==> src/rtl/t01_ai_layer_seq.sv <==
// t01_ai_layer_seq: sequences a 4-layer network through an external MMU.
// Loads four signed input features into activation bank B0, then for each
// layer pulses mmu_start, streams the read bank to the MMU and collects the
// requantised (>> SHIFT, clipped to 127) results into the other bank. The
// single layer-3 result is returned on result_out with a result_valid pulse.
//
// Ports:
//   clk, rst                  clock, synchronous active-high reset
//   in_valid/in_data/in_ready input feature handshake (8-bit signed)
//   mmu_start                 one-cycle start pulse per layer
//   mmu_layer_sel             current layer index
//   mmu_act_valid/mmu_act_in  activation stream to the MMU
//   mmu_res_valid/mmu_res_out result stream from the MMU (18-bit, ReLU'd)
//   mmu_done                  last MMU result of the current layer
//   result_valid/result_out   final network output
//   busy                      high whenever not idle
module t01_ai_layer_seq #(
  parameter int SHIFT = 4
) (
  input  logic        clk,
  input  logic        rst,
  input  logic        in_valid,
  input  logic [7:0]  in_data,
  output logic        in_ready,
  output logic        mmu_start,
  output logic [1:0]  mmu_layer_sel,
  output logic        mmu_act_valid,
  output logic [7:0]  mmu_act_in,
  input  logic        mmu_res_valid,
  input  logic [17:0] mmu_res_out,
  input  logic        mmu_done,
  output logic        result_valid,
  output logic [17:0] result_out,
  output logic        busy
);

  typedef enum logic [2:0] {IDLE, LOAD, START, STREAM, COLLECT, FINISH} state_t;

  state_t      state;
  logic [1:0]  layer;
  logic [1:0]  ld_idx;
  logic [5:0]  sidx;
  logic [5:0]  cidx;
  logic [5:0]  n_act;
  logic [7:0]  b0 [32];
  logic [7:0]  b1 [32];
  logic [17:0] shifted;
  logic [7:0]  q;
  logic [4:0]  rd_addr;
  logic [7:0]  rd_act;
  logic        load_fire;
  logic        col_fire;
  logic        b0_we;
  logic        b1_we;
  logic [4:0]  wr_addr;
  logic [7:0]  wr_data;

  assign mmu_layer_sel = layer;

  always_comb begin
    shifted   = mmu_res_out >> SHIFT;
    q         = (shifted > 18'd127) ? 8'd127 : shifted[7:0];
    n_act     = (layer == 2'd0) ? 6'd4 : 6'd32;
    // START presents entry 0 itself so the stream leaves START already valid
    rd_addr   = (state == START) ? 5'd0 : sidx[4:0];
    rd_act    = layer[0] ? b1[rd_addr] : b0[rd_addr];
    load_fire = in_valid && in_ready && (state == IDLE || state == LOAD);
    // cidx saturates at 32; bit 5 set means the bank is full and writes drop
    col_fire  = (state == COLLECT) && (layer != 2'd3) && mmu_res_valid && !cidx[5];
    b0_we     = !rst && (load_fire || (col_fire && layer[0]));
    b1_we     = !rst && col_fire && !layer[0];
    wr_addr   = load_fire ? ((state == IDLE) ? 5'd0 : {3'b000, ld_idx}) : cidx[4:0];
    wr_data   = load_fire ? in_data : q;
  end

  // Banks are deliberately not reset; contents persist across runs.
  always_ff @(posedge clk) begin
    if (b0_we) b0[wr_addr] <= wr_data;
    if (b1_we) b1[wr_addr] <= wr_data;
  end

  always_ff @(posedge clk) begin
    if (rst) begin
      state         <= IDLE;
      layer         <= '0;
      ld_idx        <= '0;
      sidx          <= '0;
      cidx          <= '0;
      in_ready      <= 1'b0;
      mmu_start     <= 1'b0;
      mmu_act_valid <= 1'b0;
      mmu_act_in    <= '0;
      result_valid  <= 1'b0;
      result_out    <= '0;
      busy          <= 1'b0;
    end else begin
      mmu_start    <= 1'b0;
      result_valid <= 1'b0;
      unique case (state)
        IDLE: begin
          in_ready <= 1'b1;
          busy     <= 1'b0;
          if (load_fire) begin
            ld_idx <= 2'd1;
            busy   <= 1'b1;
            state  <= LOAD;
          end
        end
        LOAD: begin
          if (load_fire) begin
            if (ld_idx == 2'd3) begin
              layer     <= '0;
              in_ready  <= 1'b0;
              mmu_start <= 1'b1;
              state     <= START;
            end else begin
              ld_idx <= ld_idx + 2'd1;
            end
          end
        end
        START: begin
          // entry 0 goes out on this edge, so the index restarts at 1
          sidx          <= 6'd1;
          mmu_act_valid <= 1'b1;
          mmu_act_in    <= rd_act;
          state         <= STREAM;
        end
        STREAM: begin
          if (sidx == n_act) begin
            mmu_act_valid <= 1'b0;
            mmu_act_in    <= '0;
            cidx          <= '0;
            state         <= COLLECT;
          end else begin
            mmu_act_in <= rd_act;
            sidx       <= sidx + 6'd1;
          end
        end
        COLLECT: begin
          if (layer != 2'd3) begin
            if (col_fire) cidx <= cidx + 6'd1;
            if (mmu_done) begin
              layer     <= layer + 2'd1;
              mmu_start <= 1'b1;
              state     <= START;
            end
          end else if (mmu_res_valid) begin
            result_out <= mmu_res_out;
            state      <= FINISH;
          end
        end
        FINISH: begin
          result_valid <= 1'b1;
          busy         <= 1'b0;
          in_ready     <= 1'b1;
          state        <= IDLE;
        end
        default: state <= IDLE;
      endcase
    end
  end

endmodule

==> config.mk <==
export PLATFORM = sky130hd
export DESIGN_NAME = t01_ai_layer_seq
export DESIGN_NICKNAME = d
export VERILOG_FILES = /design/src/rtl/t01_ai_layer_seq.sv
export SDC_FILE = /design/constraint.sdc
export NUM_CORES = 1
export LEC_CHECK = 0
export ABC_AREA = 1
export CAP_MARGIN = 10
export CORE_ASPECT_RATIO = 0.7
export CORE_MARGIN = 2
export CORE_UTILIZATION = 40
export CTS_CLUSTER_DIAMETER = 120
export DETAILED_ROUTE_END_ITERATION = 10
export PLACE_DENSITY_LB_ADDON = 0.1
export SETUP_SLACK_MARGIN = 0.1
export SYNTH_ARGS = -nofsm -noshare
export SYNTH_HDL_FRONTEND = slang
export SYNTH_SLANG_ARGS = --single-unit
==> constraint.sdc <==
create_clock -name clk -period 10.75 [get_ports clk]
set_clock_uncertainty 0.1 [all_clocks]
set_input_delay 2.15 -clock clk [delete_from_list [all_inputs] [get_ports clk]]
set_output_delay 2.15 -clock clk [all_outputs]
set_load 0.01 [all_outputs]
Yosys cells after proc, flatten, opt, wreduce, memory -nomap -nowiden --
Memory sizes are Yosys's and may differ from the RTL's. Index checks and enable logic that the tools add are counted.
Word-level totals: bits in registers 50, logic and storage cells 119, memories kept 2, RAM bits 512
Cells by class: eq/ne operators 19, magnitude comparators 1, bitwise gates (word level) 1, mux-type cells 49, reductions and logical operators 31, add/sub/neg operators 4
Memory list:
- b0 | words 32, width 8, read ports 1, clocked after Yosys merged registers in 0, wr ports 1, line 45 | logic [7:0] b0 [32];
- b1 | words 32, width 8, read ports 1, clocked after Yosys merged registers in 0, wr ports 1, line 46 | logic [7:0] b1 [32];
Operators with widths (number):
- $mux W8 | 4
- $mux W6 | 5
- $pmux W6 S2 | 2
- $mux W3 | 7
- $mux W2 | 8
- $ne A2 B2 Y1 const B | 8
- $pmux W8 S2 | 1
- $pmux W3 S5 | 1
- $gt A14 B7 Y1 const B | 1
- $mux W1 | 13
- $add A6 B1 Y6 const B | 2
- $reduce_bool A2 Y1 | 6
- $mux W5 | 2
- $logic_and A1 B1 Y1 | 9
- $pmux W1 S2 | 4
- $pmux W2 S2 | 2
- $reduce_and A4 Y1 | 2
- $eq A3 B2 Y1 const B | 2
- $eq A3 B3 Y1 const B | 2
- $eq A6 B6 Y1 | 1
- $reduce_and A3 Y1 | 2
- $reduce_and A6 Y1 | 1
- $reduce_and A5 Y1 | 1
- $add A2 B1 Y2 const B | 2
- 12 further kinds | 17

Logic depth before layout (Yosys ltp) --
Gate-level depths: netlist (run 1).
word-level depth 9, mapped depth 15, depth with buffers taken out 13

Least setup slack after synthesis (run 1) --
No wires, ideal clock.
path kind input to register, start input in_valid, end memory b0[0][0], data pin, data arrival time 4.585 ns, data required time 10.101 ns, path buffers 1, stages 5, path slack 5.517 ns, path through nand2_1 > nor3_2 > clkbuf_1 > nor2_1 > a21oi_1
Between the ends: cells in the longest elaborated chain, start to end 3
RTL lines:
- start: declaration | line 22 | input logic in_valid,
- $logic_and A1 B1 Y1 (2 in a row) | line 67 | load_fire = in_valid && in_ready && (state == IDLE || state == LOAD);
- $mux W8 | line 73 | wr_data = load_fire ? in_data : q;
- net wr_data[0] | line 56 | logic [7:0] wr_data;
- end: declaration | line 45
The timed path passes the listed nets, and every way through them passes these cells.

Final worst setup path (run 1) --
start input in_valid, end memory b1[9][2], enable pin
Between the ends: cells in the longest elaborated chain, start to end 3
RTL lines:
- $logic_and A1 B1 Y1 (2 in a row) | line 67
- $mux W5 | line 72 | wr_addr = load_fire ? ((state == IDLE) ? 5'd0 : {3'b000, ld_idx}) : cidx[4:0];
- end: declaration | line 46
Every way passes these cells.

==> metrics.md, run 1 <==
| Metric | Value |
|---|---|
| Run status | completed |
| Worst-case register-to-register setup slack | 6120 ps |
| Total clock buffers created by CTS | 55 |
| Synth top area share | 0.651 |
| Total Power Consumption | 5.42 mW |
| Ratio of cells with drive above 1 in the final layout | 0.0607 |
| Horizontal die dimension | 294 um |
| Gate count of the mapped netlist | 2,130 |
| Remaining DRCs | 0 |
| Comb power frac | 0.175 |
| Instance count after placement with tap cells included | 2,832 |
| Max Root-Sink Buffers | 3 |
| DR pass1 iterations | 6 |
| Fraction of power spent switching nets | 0.295 |
| Antenna diode count | 0 |
| CTS tree | yes |
| Number of gates resized after cts | 0 |
| DR WL/cell | 24.5 um |
| Total negative setup slack | 0 ps |
| Number of warnings reported in the yosys synthesis log | 0 |
| Die height | 207 um |
| Min Clock Period, post-route | 5110 ps |
| Final instance count without filler cells | 2,936 |
| Most used flip-flop cell after synthesis | edfxtp_1 |
| Final hold viol count | 0 |
| Final setup vio count | 0 |
| Proportion of power drawn by the clock network | 0.361 |
| MaxCap Viol Count | 0 |
| Final #Nets | 2,166 |
| Post-Syn Nets | 2,167 |
| Required @ worst endpoint | 10,900 ps |
| Floorplan die area | 61,100 sq um |
| Critical path endpoint | b1[9][2] |
| Fmax achieved | 196 MHz |
| Endpoint arrival time on the critical path | 5260 ps |
| Global route overflow | 0 |
| Setup WS post-layout | 5640 ps |
| Boundary pin count | 64 |
| Largest fanout on the critical path | 14 |
| Number of enable-type register cells in the synthesized netlist | 512 |
| Switching power summed over all nets | 1.60 mW |
| Worst Tran Pin Value | 1100 ps |
| Post-Route WL | 72,100 um |
| Cell leakage power | 8.98 nW |
| Main area contributors after synthesis | edfxtp_1 65%, nand3_1 14%, nand2_1 6.4% |
| Dominant cell type by area after synthesis | edfxtp_1 |
| Wire length of the first global-routing pass | 107,000 um |
| Cell Int Power | 3.82 mW |
| Pre-CTS worst setup slack | 5070 ps |
| Clock H-tree levels | 2 |
| Sequential cell area fraction in the yosys report | 0.693 |
| Post-synth design cell area | 23,600 sq um |
| Cts-stage hold buffer count | 0 |
| Port buffer count | 63 |
| Number of cells on the worst reg-to-reg path | 12 |
| Post-route fraction of the period consumed by the critical path | 0.476 |
| Leading cell types by count after synthesis | 683 x nand3_1, 512 x edfxtp_1, 400 x nand2_1 |
| DRT iter0 DRCs | 2,015 |
| Total number of placement rows | 74 |
| Number of antenna violations at the first check in global routing | 1 |
| P per Cell Area | 204 nW/um^2 |
| Worst supply voltage drop on vdd | 0.000140 V |
| Worst r2r src | state[2] |
| Clock root buffer master | clkbuf_16 |
| Global router's overall resource usage | 0.237 |
| Starting Density | 0.405 |
| CP startpoint | in_valid |
| Clock net sink count | 562 |
| Postcts setup bufs | 0 |
| Clock transition at the registers of the reported paths | 60 ps |
| Detailed Place HPWL | 42,300 um |
| Number of vias per cell | 5.65 |
| Area of the core | 58,300 sq um |
| Hold slack final | 364 ps |
| Critical register-to-register path endpoint | mmu_act_in[2] |
| Class of the tightest hold or removal check | flip-flop to flip-flop |
| Critical path launch point type | primary input |
| Unique cell type count in the Yosys netlist | 36 |
| Dominant cell by count in the synthesized netlist | nand3_1 |
| Tightest slew margin relative to the limit | 0.268 |
| Async set-or-reset flop fraction in the synthesized netlist | 0 |
| Critical Path End Type | flip-flop |
| Crit Path Category | primary input to flip-flop |
| Routability congestion estimate from global placement | 0.863 |
| Count of state elements after synthesis | 562 |
| Vias post-DR | 16,582 |
| Via count of the first global-routing pass | 16,132 |
| Largest net degree at the start of global routing | 173 |
| Clock insertion delay at the later pin of the skew report | 620 ps |
| Antenna Nets Post-Route | 0 |
| Average cell area after synthesis | 11.1 sq um |
| Unrepaired setup endpoints after global routing | no |
| Final Max Tran Viols | 0 |
| Sequential fraction of design power | 0.464 |
| Synthesis-to-layout area growth | 12.7% |
-- cells in the final DEF, fill, tap and decap left out, types with 19 or more instances in the layout --
master	n
nor2_1	126
clkdlybuf4s50_1	63
dfxtp_1	49
nand3_1	683
inv_1	70
a21oi_1	45
nand2_1	399
edfxtp_1	512
nand3b_1	19
clkbuf_16	56
buf_4	23
-- through the flow --
| stage | instance area, sq um | util |
|---|---|---|
| 2_1_floorplan | 23600 | - |
| 3_3_place_gp | 24800 | 0.426 |
| 3_5_place_dp | 24800 | 0.426 |
| 4_1_cts | 26600 | 0.457 |
| 5_1_grt | 26600 | 0.457 |
| 6_report | 26600 | 0.457 |
-- power by group through the flow --
stage	clock network, mW	logic [mW]	registers (mW)
floorplan	0	0.617	2.55
detailed placement	0	0.948	2.56
CTS	1.99	0.950	2.51
global route	2.08	1.04	2.52
finish	1.96	0.950	2.51
global placement	0	0.944	2.56
-- flip-flops by register name, summed over array words and instances, names as in the netlist --
name           flops
ld_idx             2
sidx               6
cidx               6
mmu_start          1
busy               1
result_valid       1
b0               256
mmu_act_in         8
mmu_layer_sel      2
mmu_act_valid      1
state              3
b1               256
in_ready           1
result_out        18
-- routing by layer --
| metal | wire, um | part of all wire | track usage |
|---|---|---|---|
| met1 | 33500 | 0.47 | 0.362 |
| met5 | 0 | 0 | 0 |
| met4 | 1590 | 0.022 | 0.0614 |
| met3 | 6510 | 0.090 | 0.0561 |
| met2 | 30400 | 0.42 | 0.335 |
-- worst max-delay path: stages --
cell and delay, ps:
clkdlybuf4s50_1 480, nand2_1 100, nor3_2 120, buf_4 240, nand2_1 120, o22ai_1 300, inv_1 100, nor2_2 820
nand2_1 200, nor2_1 620
-- final cells by class --
class                      count  area [sq um]
inverter                      74           279
clock buffer                  77          1530
tap                          760           951
clock inverter                27           268
sequential                   562         16400
multi-input combinational   1349          6400
fill                        5367         31700
timing repair buffer          87           823
-- cell families after synthesis --
logic type | after synthesis | share of synthesized area
compound gates | 84 | 0.0195
fa+ha+maj | 6 | 0.00318
buf+inv | 219 | 0.0418
flops | 562 | 0.693
simple gates | 1259 | 0.242
-- how the worst min path moves through the flow --
stage | from | end | cells past startpoint
6_report | result_out[14] | result_out[14] | 2
4_1_cts | result_out[3] | result_out[3] | 2
2_1_floorplan | cidx[5] | cidx[5] | 2
5_1_grt | busy | busy | 2
3_3_place_gp | result_out[17] | result_out[17] | 2
3_5_place_dp | result_out[3] | result_out[3] | 2
No activity file was read; power rests on OpenSTA's default activity.
==> inputs of run 2 (changes only) <==
Clock period 10.75 ns to 4.79 ns, I/O delays scaled along.
==> metrics.md, run 2 (synthesis gave the netlist of run 1 again) <==
| Metric | Value |
|---|---|
| Vias post-DR | 16,550 (was 16,582) |
| Filler Cell Count | 5,383 (was 5,367) |
| Total negative setup slack | 0 ps (unchanged) |
| Area of the core | 58,300 sq um (unchanged) |
| Largest fanout on the critical path | 8 (was 14) |
| Critical Path End Type | flip-flop (unchanged) |
| Endpoint arrival time on the critical path | 3690 ps (was 5260 ps) |
| Worst Tran Pin Value | 1060 ps (was 1100 ps) |
| Total number of placement rows | 74 (unchanged) |
| Starting Density | 0.405 (unchanged) |
| Crit Path Category | primary input to flip-flop (unchanged) |
| Required @ worst endpoint | 4940 ps (was 10,900 ps) |
| Die height | 207 um (unchanged) |
| Wire length of the first global-routing pass | 106,000 um (was 107,000 um) |
| Floorplan die area | 61,100 sq um (unchanged) |
| DR WL/cell | 23.7 um (was 24.5 um) |
| Tightest slew margin relative to the limit | 0.294 (was 0.268) |
| Via count of the first global-routing pass | 16,038 (was 16,132) |
| MaxCap Viol Count | 0 (unchanged) |
| Unrepaired setup endpoints after global routing | no (unchanged) |
| Boundary pin count | 64 (unchanged) |
| Worst supply voltage drop on vdd | 0.000278 V (was 0.000140 V) |
| Run status | completed (unchanged) |
| Number of gates resized after cts | 0 (unchanged) |
| Fmax achieved | 283 MHz |
| Clock net sink count | 562 (unchanged) |
| Antenna Nets Post-Route | 0 (unchanged) |
| Final hold viol count | 0 (unchanged) |
| Horizontal die dimension | 294 um (unchanged) |
| DR pass1 iterations | 5 (was 6) |
| Number of antenna violations at the first check in global routing | 1 (unchanged) |
| DRT iter0 DRCs | 2,028 (was 2,015) |
| Number of vias per cell | 5.57 (was 5.65) |
| Largest registers ranked by flip-flop count | b0 x256, b1 x256, result_out x18 (unchanged) |
| Remaining DRCs | 0 (unchanged) |
| Critical path launch point type | primary input (unchanged) |
| Clock H-tree levels | 2 (unchanged) |
| Number of cells on the worst reg-to-reg path | 11 (was 12) |
| Post-Route WL | 70,500 um (was 72,100 um) |
| Final Max Tran Viols | 0 (unchanged) |
| Synthesis-to-layout area growth | 14.2% (was 12.7%) |
| Ratio of cells with drive above 1 in the final layout | 0.0737 (was 0.0607) |
| Min Clock Period, post-route | 3530 ps |
| Global router's overall resource usage | 0.232 (was 0.237) |
| Clock transition at the registers of the reported paths | 60 ps (about the same) |
| Port buffer count | 63 (unchanged) |
| Total clock buffers created by CTS | 55 (unchanged) |
| Cell leakage power | 9.22 nW (was 8.98 nW) |
| Final instance count without filler cells | 2,972 (was 2,936) |
| Max Root-Sink Buffers | 3 (unchanged) |
| Detailed Place HPWL | 42,700 um (was 42,300 um) |
| Global route overflow | 0 (unchanged) |
| Clock root buffer master | clkbuf_16 (unchanged) |
| Routability congestion estimate from global placement | 0.847 (was 0.863) |
| Class of the tightest hold or removal check | flip-flop to flip-flop (unchanged) |
| CTS tree | yes (unchanged) |
| Worst hold path stage count | 2 (unchanged) |
| Final setup vio count | 0 (unchanged) |
| Post-route fraction of the period consumed by the critical path | 0.737 |
| Cts-stage hold buffer count | 0 (unchanged) |
| Share of the core filled with cells in the final layout | 0.463 (was 0.457) |
| Final #Nets | 2,204 (was 2,166) |
| Largest net degree at the start of global routing | 118 (was 173) |
| Postcts setup bufs | 0 (unchanged) |
| Clock insertion delay at the later pin of the skew report | 630 ps (was 620 ps) |
| Antenna diode count | 0 (unchanged) |
| Most frequent cells in the layout | 683 x nand3_1, 512 x edfxtp_1, 400 x nand2_1 (was 683 x nand3_1, 512 x edfxtp_1, 399 x nand2_1) |
| Instance count after placement with tap cells included | 2,870 (was 2,832) |
| Most frequent standard cell in the layout excluding fill and tap cells | nand3_1 (unchanged) |
| P per Cell Area | 448 nW/um^2 (was 204 nW/um^2) |
run 2: worst max-delay path, stage by stage:
cell,delay [ps]
clkdlybuf4s50_1,470
nand2_1,100
nor3_2,250
nand2_1,170
o22ai_1,310
nand2_1,100
inv_1,460
nand2_1,180
nor2_1,690
run 2: final timing paths:
path	startpoint	end	slack, ps
min	mmu_act_in[3]	mmu_act_in[3]	360
max	in_valid	b0[11][3]	1260
max reg2reg	mmu_layer_sel[0]	sidx[4]	1440
min reg2reg	mmu_act_in[3]	mmu_act_in[3]	360
run 2: report_power, final:
part / internal (mW) / switching, mW / leakage, nW
Sequential: 5.55 / 0.0725 / 4.91
Clock: 2.34 / 1.87 / 0.831
Combinational: 0.588 / 1.65 / 3.48
run 2: metrics by stage:
stage	hold WS, ps	power, mW	cell area, sq um	setup WS, ps
floorplan	336	7.10	23600	749
CTS	364	12.2	27000	1350
global placement	346	7.96	25300	703
detailed placement	353	7.97	25300	681
finish	362	12.1	27000	1260
global route	382	12.6	27000	1070
run 2: layout make-up:
type | instances | area, sq um | area share
well taps | 760 | 951 | 0.0352
flip-flops and latches | 562 | 16400 | 0.607
clock buffers | 77 | 1500 | 0.0555
multi-input cells | 1349 | 6390 | 0.237
clock inverters | 25 | 213 | 0.00788
repair buffers | 125 | 1270 | 0.0471
inverters | 74 | 279 | 0.0103
run 2: per-layer routing:
layer  up-vias  GRT usage  share of wire
met2       604      0.322           0.41
met4         0     0.0603          0.022
li1       7675          -              -
met3        91     0.0441          0.078
met5         -          0              0
met1      8180      0.369           0.49
